`src/rtl/wb32_to_wb16_bridge.sv`:
```
// rtl/wb32_to_wb16_bridge.sv - Wishbone classic 32-bit to 16-bit width adapter
// Each 32-bit access becomes up to two big-endian 16-bit accesses: high half at A, low half at A+2.
module wb32_to_wb16_bridge #(
   parameter int TIMEOUT = 16,
   parameter int TO_W    = 8
) (
   input  logic        clk_i,
   input  logic        rst_i,
   input  logic [31:0] wbs_adr_i,
   input  logic [31:0] wbs_dat_i,
   output logic [31:0] wbs_dat_o,
   input  logic [3:0]  wbs_sel_i,
   input  logic        wbs_we_i,
   input  logic        wbs_cyc_i,
   input  logic        wbs_stb_i,
   output logic        wbs_ack_o,
   output logic        wbs_err_o,
   output logic [31:0] wbm_adr_o,
   output logic [15:0] wbm_dat_o,
   input  logic [15:0] wbm_dat_i,
   output logic [1:0]  wbm_sel_o,
   output logic        wbm_we_o,
   output logic        wbm_cyc_o,
   output logic        wbm_stb_o,
   input  logic        wbm_ack_i
);

   typedef enum logic [2:0] {
      IDLE = 3'd0,
      HI   = 3'd1,
      GAP  = 3'd2,
      LO   = 3'd3,
      RESP = 3'd4
   } state_t;

   state_t state, state_nx;

   logic [29:0]     adr_q;
   logic [31:0]     dat_q;
   logic [31:0]     rd_q;
   logic [3:0]      sel_q;
   logic            we_q;
   logic            err_q;
   logic [TO_W-1:0] wd_q;
   logic            req;
   logic            timeout_hit;
   logic            adr_unused;

   assign req         = wbs_cyc_i & wbs_stb_i;
   assign timeout_hit = (TIMEOUT != 0) && (wd_q == TO_W'(TIMEOUT));
   assign adr_unused  = ^wbs_adr_i[1:0];

   always_ff @(posedge clk_i) begin
      if (rst_i) begin
         state <= IDLE;
         adr_q <= '0;
         dat_q <= '0;
         rd_q  <= '0;
         sel_q <= '0;
         we_q  <= 1'b0;
         err_q <= 1'b0;
         wd_q  <= '0;
      end else begin
         state <= state_nx;
         case (state)
            IDLE: begin
               wd_q <= '0;
               if (req) begin
                  adr_q <= wbs_adr_i[31:2];
                  dat_q <= wbs_dat_i;
                  sel_q <= wbs_sel_i;
                  we_q  <= wbs_we_i;
                  rd_q  <= '0;
                  err_q <= 1'b0;
               end
            end
            HI, LO: begin
               // an ack arriving on the timeout cycle still completes the half
               if (wbm_ack_i) begin
                  if (state == HI) rd_q[31:16] <= wbm_dat_i;
                  else             rd_q[15:0]  <= wbm_dat_i;
               end else if (timeout_hit) begin
                  err_q <= 1'b1;
               end else begin
                  wd_q <= wd_q + TO_W'(1);
               end
            end
            default: wd_q <= '0;
         endcase
      end
   end

   always_comb begin
      state_nx  = state;
      wbs_ack_o = 1'b0;
      wbs_err_o = 1'b0;
      wbs_dat_o = '0;
      wbm_adr_o = {adr_q, (state == LO), 1'b0};
      wbm_dat_o = '0;
      wbm_sel_o = '0;
      wbm_we_o  = 1'b0;
      wbm_cyc_o = 1'b0;
      wbm_stb_o = 1'b0;
      case (state)
         IDLE: begin
            if (req) begin
               if (|wbs_sel_i[3:2])      state_nx = HI;
               else if (|wbs_sel_i[1:0]) state_nx = LO;
               else                      state_nx = RESP;
            end
         end
         HI: begin
            wbm_cyc_o = 1'b1;
            wbm_stb_o = 1'b1;
            wbm_we_o  = we_q;
            wbm_sel_o = sel_q[3:2];
            wbm_dat_o = dat_q[31:16];
            if (!wbs_cyc_i)       state_nx = IDLE;
            else if (wbm_ack_i)   state_nx = (|sel_q[1:0]) ? GAP : RESP;
            else if (timeout_hit) state_nx = RESP;
         end
         GAP: begin
            // lets a registered-ack slave drop its trailing ack before the low half
            if (!wbs_cyc_i) state_nx = IDLE;
            else            state_nx = LO;
         end
         LO: begin
            wbm_cyc_o = 1'b1;
            wbm_stb_o = 1'b1;
            wbm_we_o  = we_q;
            wbm_sel_o = sel_q[1:0];
            wbm_dat_o = dat_q[15:0];
            if (!wbs_cyc_i)                   state_nx = IDLE;
            else if (wbm_ack_i | timeout_hit) state_nx = RESP;
         end
         RESP: begin
            wbs_ack_o = ~err_q;
            wbs_err_o = err_q;
            wbs_dat_o = rd_q;
            state_nx  = IDLE;
         end
         default: state_nx = IDLE;
      endcase
   end

endmodule

```
`config.mk`:
```
export PLATFORM = sky130hd
export DESIGN_NAME = wb32_to_wb16_bridge
export DESIGN_NICKNAME = d
export VERILOG_FILES = /design/src/rtl/wb32_to_wb16_bridge.sv
export SDC_FILE = /design/constraint.sdc
export NUM_CORES = 1
export LEC_CHECK = 0
export ABC_AREA = 1
export CORE_ASPECT_RATIO = 1.1
export CORE_UTILIZATION = 45
export DETAILED_ROUTE_END_ITERATION = 6
export HOLD_SLACK_MARGIN = 0.05
export PLACE_DENSITY = 0.87
export SLEW_MARGIN = 20
export SYNTH_ARGS = -nofsm -noshare
export SYNTH_HDL_FRONTEND = slang
export SYNTH_SLANG_ARGS = --single-unit
```
`constraint.sdc`:
```
create_clock -name clk_i -period 1.9 [get_ports clk_i]
set_input_delay 0.38 -clock clk_i [delete_from_list [all_inputs] [get_ports clk_i]]
set_output_delay 0.38 -clock clk_i [all_outputs]
set_load 0.1 [all_outputs]
```
# Word-level counts from Yosys, hierarchy flattened
# Cells that the tools add are included.
totals:
  register_bits: 111
  in_bits: 90
  output_inout_bits: 87
  elab_cells: 69
op_classes:
  addsub: 1
  eq_ne: 13
  n_mux: 27
  bitwise: 6
  n_reduce_logical: 13
op_table:
  columns: ["cell", "n"]
  rows:
  - ["32-bit 2-to-1 mux", 3]
  - ["32-bit one-hot mux with 2 select lines", 1]
  - ["16-bit 2-to-1 mux", 2]
  - ["16-bit one-hot mux with 2 select lines", 1]
  - ["3-bit 2-to-1 mux", 9]
  - ["3-bit one-hot mux with 4 select lines", 1]
  - ["4-bit AND reduction", 3]
  - ["2-bit OR reduction", 5]
  - ["8-bit by 1-bit adder with 8-bit output, second input constant", 1]
  - ["8-bit by 5-bit equality test with 1-bit output, second input constant", 1]
  - ["1-bit 2-to-1 mux", 7]
  - ["3-bit by 2-bit equality test with 1-bit output, second input constant", 2]
  - ["2-bit by 1-bit inequality test with 1-bit output, second input constant", 3]
  - ["2-bit inequality test, second input constant", 3]
  - ["4-bit inequality test, second input constant", 1]
  - ["1-bit inverter", 4]
  - ["2-bit one-hot mux with 2 select lines", 1]
  - ["2-bit AND reduction", 2]
  - ["3-bit by 1-bit equality test with 1-bit output, second input constant", 1]
  - ["3-bit equality test, second input constant", 1]
  - ["3-bit logical NOT", 1]
  - ["3-bit by 2-bit inequality test with 1-bit output, second input constant", 1]
  - ["3-bit AND reduction", 1]
  - ["2-bit 2-to-1 mux", 1]
  - ["4 further kinds", 4]

# Longest topological paths before layout
depth:
  word_depth: 5
  depth_mapped: 9
  mapped_depth_nobuf: 9

# Worst setup path before layout
# No wires, ideal clock.
synth_timing:
  kind: "flip-flop to output port"
  from: "register state[1]"
  to: "output port wbm_dat_o[0]"
  t_arrival_ns: 4.070
  required_time_ns: 1.520
  slack_ns: -2.550
  stages_incl_launch_ff: 6
  cell_sequence: "dfxtp_1 -> inv_1 -> nor3_2 -> clkinv_1 -> buf_1 -> o22ai_1"
synth_via:
  elab_chain_len: 2
  word_cells_on_any_way: 3
synth_rtl:
  columns: ["item", "line_no", "text"]
  rows:
  - ["start: declaration", "36", "state_t state, state_nx;"]
  - ["start signal: assignment", "64", "state <= state_nx;"]
  - ["3-bit by 2-bit equality test with 1-bit output", null, null]
  - ["named net wbm_adr_o[1]", "18", "output logic [31:0] wbm_adr_o,"]
  - ["16-bit one-hot mux with 2 select lines", "104", "case (state)"]
  - ["end: declaration", "19", "output logic [15:0] wbm_dat_o,"]
# The timed path passes the listed nets, and every way through them passes these cells.

# Final worst setup path
layout_timing:
  from: "register state[1]"
  to: "output port wbm_dat_o[4]"
layout_via:
  elab_chain_len: 2
  word_cells_on_any_way: 3
layout_rtl:
  columns: ["item", "line_no"]
  rows:
  - ["3-bit by 2-bit equality test with 1-bit output / 3-bit by 1-bit equality test with 1-bit output (equally long branches)", "104"]
  - ["16-bit one-hot mux with 2 select lines (*)", "104"]
# Every way passes the cells marked *; elsewhere a longest branch is shown, timed or not.

==> out/summary.txt <==
Clock sink total = 111
Synth area leader = dfxtp_1
Core Region = 0.01054 sq mm
Fillers = 598
Period utilization = 110.2%
Pwr Density = 1006 mW/mm^2
Maximum fanout along the worst path = 5
Crit path required time = 1.52 ns
Layout cells sized above 1 = 23.06%
N_diodes = 0
Vias = 5615
MaxCap Viol Count = 0
CP bufs+invs = 4
Cts hold-fix bufs = 0
Total wire length = 16.95 mm
First-pass GRT wire length = 26.64 mm
Critical path class = register to output port
Worst Setup Start Kind = register
LEAKAGE = 3.212 nW
CP delay by family, top = buffers and inverters
Iter 0 DRT Violations = 347
Worst path cell trace = inv_4 -> nor3_4 -> clkinv_4 -> buf_16 -> o22ai_4 -> buf_12
Pin count of the biggest net entering global routing = 58
Yosys reg bits = 111
Avg Inst Size Synth = 6.832 sq um
Router iterations before antenna repair = 5
Row count = 39
Clk root buf = clkbuf_16
YS warnings = 0
H-tree depth = 3
Footprint of the multi-input gates = 0.002703 sq mm
Die width = 102.0 microns
Initial antenna violation count = 0
Placed Instances = 1016
WL per Instance = 16.22 microns
FF/Latch Area = 0.002231 sq mm
Final WS setup = -0.1940 ns
# port buffers = 173
Die height = 112.0 microns
CP Capture Type = output port
Worst-skew pair later-pin latency = 0.35 ns
Vias/cell = 5.373
Reg2reg setup slack = 0.07 ns
CP max stage cell = dfxtp_4
Largest stage delay on the critical path = 0.37 ns
Max Slew Vio Count = 0
Fmax = 477.6 MHz
Yosys top cell area share = 44.86%
Final net count = 990
Final hold vios = 0
GRT Util Overall = 29.76%
Initial core utilization = 47.00%
Endpoints failing setup = 52
Status = finished, violations left
Non-Filler Instances = 1045
Post-Syn Area = 0.004954 sq mm
Die footprint = 0.01143 sq mm
CTS tree = done
VDD IR-drop max = 0.8742 mV
Area grow syn2layout = 71.74%
Synth Instances = 725
Worst hold path type = register to register
Dpl hpwl = 10.35 mm
Util after Layout = 80.71%
Sum Neg Setup Slack = -6.676 ns
Io pins = 177
Number of global-route vias before repair = 5462
DRC errors left = 0
Synth Net Count = 817
Clock Path Buffers = 2
Worst endpoint data arrival time = 1.71 ns
RePlAce Congestion = 0.8651
Clock transition at the registers of the reported paths = 0.07 ns
Final Skew = 0.005562 ns
Synth unique cells = 25
RSZ-0062 raised after global routing = true
Antenna-violating nets left = 0
Post-synthesis sequential area ratio = 44.86%
Failing checks = negative setup slack
CTS buffer count = 9
Gr ovfl total = 0
Top cells by area, synth = dfxtp_1 45%, a21oi_1 11%, nand2_1 9.4%
Fin crit period = 2.094 ns
-- sequential cells by signal, summed over array words and instances (netlist names) --
signal  flops
dat_q      32
rd_q       32
adr_q      30
wd_q        8
sel_q       4
state       3
err_q       1
we_q        1
-- cell type report --
type                            instances  area share [%]
Inverter                               98           4.412
Tap cell                              143           2.103
Multi-Input combinational cell        468           31.77
Sequential cell                       111           26.22
Clock inverter                          4          0.5589
Clock buffer                           11           2.736
Timing Repair Buffer                  210           32.20
-- final timing paths --
check	startpoint	end	depth (start not counted)
worst max-delay path	state[1]	wbm_dat_o[4]	6
worst max register to register	state[1]	dat_q[14]	9
worst min-delay path	adr_q[28]	adr_q[28]	2
worst min register to register	adr_q[28]	adr_q[28]	2
-- cells in the final DEF, fill, tap and decap left out, types with 3 or more instances in the layout --
cell,count
nand2_1,121
a21oi_1,108
dfxtp_1,108
inv_1,92
clkdlybuf4s50_1,87
nand3_1,74
buf_12,64
nor2_1,51
buf_4,48
o21ai_0,40
nor2_4,37
o22ai_4,18
clkbuf_16,10
buf_16,5
nand2_2,4
inv_2,3
buf_6,3
-- power breakdown --
group,total [mW],internal [mW],switching [mW]
logic,3.85,1.30,2.55
clock network,1.84,1.01,0.831
registers,2.86,2.69,0.175
-- cells in the mapped netlist --
cell,number
nand3_1,74
ha_1,2
nor3_2,1
o22ai_1,19
dfxtp_1,111
clkbuf_1,30
buf_4,4
nand2_2,2
buf_2,13
nand4_1,2
o21ai_0,40
nor2_2,2
clkinv_1,2
a21oi_1,108
conb_1,1
buf_1,1
nand2_1,124
inv_1,94
nor3_1,2
inv_2,2
nor2_4,1
o21ai_2,1
nor2_1,86
nand3_2,1
xor2_1,2
-- what timing repair did --
action | in CTS | in global routing
gates resized for setup | 23 | 11
pin swaps | 9 | 6
endpoints found under the setup margin | 47 | 70
setup buffers | 8 | 1
cloned | 4 | 1
endpoints found under the hold margin | 0 | 0
-- worst reg2reg max path, delay by kind of cell, from the launching register on --
| kind | cells | cell delay [ns] |
|---|---|---|
| simple gates | 2 | 0.25 |
| buf+inv | 5 | 0.73 |
| flops | 1 | 0.36 |
| compound gates | 2 | 0.37 |
-- cells by family (layout without fill, tap and decap cells) --
logic type	count (synthesis)	after routing	synth area share, %
AOI/OAI and AO/OA	168	168	17.53
and+or+nand+nor	295	295	24.98
other	1	1	0.07570
xor gates and xnor gates	2	2	0.3537
DFF	111	111	44.86
buffers and inverters	146	323	11.69
adders and majority gates	2	2	0.5051
-- per-stage QoR --
stage	hold WS, ns	cell area, sq um	worst slack (ns)	power (mW)
after CTS	0.4664	8419	-0.1933	8.338
after floorplan	0.4410	5415	-0.9022	5.309
after global routing	0.4876	8507	-0.2425	8.939
after detailed placement	0.4548	7878	-0.1519	6.344
final	0.4680	8507	-0.1940	8.558
after global placement	0.4499	7878	-0.09368	6.256
-- routing by layer --
| layer | wire (microns) | GRT usage [%] | up-vias | share of wire (%) |
|---|---|---|---|---|
| met5 | 0 | 0 | - | 0 |
| met4 | 694 | 14.86 | 0 | 4.1 |
| met3 | 1228 | 5.479 | 58 | 7.2 |
| met2 | 8742 | 52.53 | 259 | 52 |
| met1 | 6279 | 33.86 | 2631 | 37 |
| li1 | - | - | 2667 | - |
(Power assumes the default switching activity.)
==> RTL edit 1 (same flow settings) <==
Reset style: asynchronous (`rst_i`), changed in one clocked block.
--- a/src/rtl/wb32_to_wb16_bridge.sv
+++ b/src/rtl/wb32_to_wb16_bridge.sv
@@ -50,7 +50,7 @@
    assign timeout_hit = (TIMEOUT != 0) && (wd_q == TO_W'(TIMEOUT));
    assign adr_unused  = ^wbs_adr_i[1:0];
 
-   always_ff @(posedge clk_i) begin
+   always_ff @(posedge clk_i or posedge rst_i) begin
       if (rst_i) begin
          state <= IDLE;
          adr_q <= '0;
Formal check against the unedited RTL: differs if rst_i is asserted again (counterexample within 4 cycles, from zero or initial values and one cycle with rst_i high); with rst_i held inactive, the same outputs for 4 cycles.
==> RTL edit 1 against the unedited design <==
The run still ends with setup timing left. Sequential cell count did not move. Clock skew up 0.95 ps. Routed wire length down 12%. Fmax is 5.2% higher. Area after synthesis increased by 5.6%. Setup slack improved by 100 ps. Critical endpoint is now wbm_dat_o[14]. Final area increased by 1.4%. Synthesized cell count shrank 5.9%.
Power is not compared: it rests on default switching activity, and its combinational part moved more than twofold at a synthesized area within 25%.
==> RTL edit 1: results <==
[grt]
grt_pass1_vias = 4993
use_met3_pct = 5.329
grtUsageTotal_pct = 24.49
grtUsageMet2_pct = 44.59

[setup_path]
arrival_ps = 1610
path_max_fanout = 20
cp_slowest_stage_delay_ps = 420

[logic_synthesis]
synth_cell_types = 26
synth_common_cells = "230 x nand2_1, 111 x dfrtp_1, 105 x inv_1, 64 x nor2_1, 48 x nand3_1"
synthFlopType = "dfrtp_1"
synth-compound-area-share_pct = 7.508
synthArstFlopShare_pct = 100.0
synth_fp_nets = 774
yosysSeqAreaShare_pct = 53.08
yosys-top-cells-area = "dfrtp_1 53%, nand2_1 16%, inv_1 7.5%"
synth_adder_area_share_pct = 0.4782

[layout]
drive_above_1_share_pct = 23.15
nets = 951

[route]
dr_wl_met2_mm = 7.848
wl_met3_um = 976
vias = 5094
first_iter_violations = 254
wl_met1_mm = 5.676

[timing]
setup_ws_ps = -91.14
tns_ps = -3205
setup_violations = 53
fin_skew_ps = 6.511

[worst_hold_path]
min_path_type = "in2async"

[outcome]
failed_checks = "setup timing"
status = "finished, violations left"

[place]
gp_congestion = 0.8111
place_area_mm2 = 0.008028
hpwl_mm = 9.892

[die]
fp-row-count = 40
## RTL edit 1: changes by cell type in the layout (fill, tap and decap cells not counted), moves of 5 or more
cell / delta
a21oi_1: -103
buf_12: +5
buf_4: -9
clkinvlp_4: +6
dfrtp_1: +109
dfxtp_1: -108
inv_1: +11
nand2_1: +108
nand2_4: +5
nand3_1: -27
nor2_1: -22
o22ai_2: +14
o22ai_4: -14
## RTL edit 1: kinds of logic after synthesis
group           count (synthesis)
compound gates                 71
xor+xnor                        1
fa+ha+maj                       2
buf+inv                       142
flops                         111
other cells                     1
simple gates                  354
## RTL edit 1: layout make-up
class,count,area (um^2)
multi-input cells,429,2303
fillers,684,2484
flip-flops and latches,111,2780
clock buffers,10,239.0
clock inverters,6,46.29
well taps,147,183.9
inverters,109,421.7
repair buffers,199,2653
## RTL edit 1: timing repair
item	in CTS	in global routing
setup endpoints to repair	53	56
setup buffers	4	2
resized for setup	30	5
pin swaps	1	0
cloned	2	1
## RTL edit 1: report_power, final
part,internal [uW],switching (uW)
clock network,928,882
registers,3310,501
logic,2820,6780
## RTL edit 1: final timing paths
kind | end | slack, ps | cells past startpoint
max in group asynchronous | state[0] | 960 | 3
min in group clk_i | rd_q[4] | 470 | 2
max | wbm_dat_o[14] | -90 | 5
min reg2reg | rd_q[4] | 470 | 2
max reg2reg | rd_q[22] | 40 | 8
min | adr_q[9] | 410 | 2
## RTL edit 1: metrics by stage
step | total power [uW] | hold WS [ps] | std cells | setup WS [ps]
finish | 15220 | 411.0 | 1011 | -91.14
CTS | 15080 | 416.1 | 1008 | -83.41
detailed placement | 12860 | 458.4 | 986 | 48.15
global route | 15890 | 430.5 | 1011 | -138.2
floorplan | 10070 | 441.9 | 682 | -927.7
global placement | 12660 | 454.9 | 986 | 121.6
==> RTL edit 2 (same settings) <==
Without the edit above. The parameter `TO_W` goes from 8 to 10.
--- a/src/rtl/wb32_to_wb16_bridge.sv
+++ b/src/rtl/wb32_to_wb16_bridge.sv
@@ -2,7 +2,7 @@
 // Each 32-bit access becomes up to two big-endian 16-bit accesses: high half at A, low half at A+2.
 module wb32_to_wb16_bridge #(
    parameter int TIMEOUT = 16,
-   parameter int TO_W    = 8
+   parameter int TO_W    = 10
 ) (
    input  logic        clk_i,
    input  logic        rst_i,
Check against the original RTL: no difference found for any inputs over 4 cycles, from zero or initial values and one cycle with rst_i high; that may be too few to reach the edited logic, so the function may still have changed.
==> RTL edit 2 against the unedited design <==
The flow finishes with violations (DRC, setup timing). Clock power rose by 72%. Routed wire length rose by 18%. Sequential cell count rose by 2. Final area rose by 6.0%. Global-route usage rose by 0.23 points. Non-clock buffer count did not move. Setup slack got worse by 74 ps. Total power rose by 23%. Critical endpoint is now wbm_dat_o[8]. Area after synthesis rose by 2.8%. Count of clock-buffer cells in the layout rose by 10. Sequential power rose by 6%. Die area rose by 2.8%. Clock skew rose by 0.72 ps. Critical path depth rose by 1.
==> RTL edit 2: results <==
[cts]
clk_latency_ps = 410
numCtsBuffers = 17
path_clk_slew_ps = 50
h-tree-depth = 4

[setup_path]
r2r_slack_ps = 110
arrival_ps = 1790
path_max_fanout = 4

[grt]
grt_max_degree = 65
grt_pass1_vias = 5471
grtUsageTotal_pct = 29.99
grt_pass1_wl_mm = 26.88

[logic_synthesis]
yosys-top-cells-area = "dfxtp_1 44%, a21oi_1 11%, inv_1 9.2%"
synth_common_cells = "125 x inv_1, 113 x dfxtp_1, 107 x a21oi_1, 102 x nand2_1, 97 x nor2_1"
synth_fp_nets = 843
synth_cell_types = 27
yosysSeqAreaShare_pct = 44.42

[route]
firstDrtPassIters = 7
vias_per_cell = 5.536
post-route-drc-count = 2
wirelength_mm = 19.97
first_iter_violations = 614

[layout]
fillers = 520
n_antenna_cell = 0
nets = 1028
drive_above_1_share_pct = 24.13

[outcome]
status = "finished, violations left"
failed_checks = "DRC, setup timing"

[place]
gp_congestion = 0.9013
post-place-ws_ps = 48.39
place_area_mm2 = 0.007965
hpwl_mm = 10.04

[timing]
setup_violations = 52
setup_ws_ps = -268.3
fin_skew_ps = 6.284

[power]
irDropWorstVdd_mv = 0.9568
p_leak_uw = 0.003529
switching_power_uw = 4259
## RTL edit 2: cell count changes in the layout (fill, tap and decap cells not counted), sizes merged, moves of 2 or more
| cell | change |
|---|---|
| buf | -3 |
| bufinv | +2 |
| clkbuf | +13 |
| clkinv | +3 |
| dfxtp | +2 |
| inv | +37 |
| nand2 | -21 |
| nand3 | -30 |
| nor2 | +9 |
| o21ai | +33 |
## RTL edit 2: worst max-delay path, stage by stage, from the launching register on
cell     delay (ps)
dfxtp_4         400
inv_4            50
nor3_4          200
buf_4           180
buf_6           120
inv_6            60
o22ai_4         160
buf_12          210
## RTL edit 2: per-stage QoR
step / cells / TNS (ps) / hold WS, ps / util [%]
after floorplan: 751 / -17680 / 446.0 / -
after global placement: 1044 / 0 / 431.0 / 72.67
after detailed placement: 1044 / 0 / 434.7 / 72.67
after CTS: 1083 / -3089 / 443.1 / 80.01
after global routing: 1096 / -9815 / 464.3 / 82.24
final: 1096 / -7772 / 444.8 / 82.24
## RTL edit 2: layout make-up
| class | instances | area share [%] |
|---|---|---|
| timing repair buffer | 210 | 30.46 |
| multi-input combinational | 460 | 29.71 |
| sequential | 113 | 25.22 |
| inverter | 131 | 5.775 |
| clock buffer | 21 | 4.886 |
| tap | 147 | 2.041 |
| clock inverter | 11 | 1.541 |
| timing repair inverter | 3 | 0.3748 |
## RTL edit 2: final timing paths
| path | start | endpoint | cells after the start |
|---|---|---|---|
| hold / removal | adr_q[10] | adr_q[10] | 2 |
| setup reg to reg | state[1] | dat_q[28] | 8 |
| hold reg to reg | adr_q[10] | adr_q[10] | 2 |
| setup / recovery | state[0] | wbm_dat_o[8] | 7 |
## RTL edit 2: metal layers
metal | global-route usage, % | part of all wire, % | up-vias
met5 | 0 | 0 | -
met4 | 13.80 | 5.7 | 0
met3 | 11.58 | 11 | 97
met2 | 51.96 | 50 | 415
met1 | 31.60 | 34 | 2796
li1 | - | - | 2759
## RTL edit 2: logic make-up after synthesis
group	share of synthesized area, %
buffers and inverters	13.61
AO/OA/AOI/OAI	20.37
other	0.07364
adder cells (fa/ha/maj)	0.4913
XOR/XNOR	0.1720
flip-flops	44.42
AND/OR/NAND/NOR	20.86
## RTL edit 2: repair_timing
item / 4_1_cts / 5_1_grt
setup endpoints to repair: 54 / 53
resized for setup: 28 / 19
hold endpoints to repair: 0 / 0
buffers inserted: 4 / 7
cloned: 3 / 7
pin swaps: 4 / 6
## RTL edit 2: power groups by stage
stage / clock network [uW] / registers [uW] / logic (uW)
after global placement: 0 / 3020 / 3710
after detailed placement: 0 / 3040 / 3790
after global routing: 3300 / 3070 / 4570
after floorplan: 0 / 3650 / 2100
after CTS: 3160 / 3010 / 3970
final: 3160 / 3040 / 4340
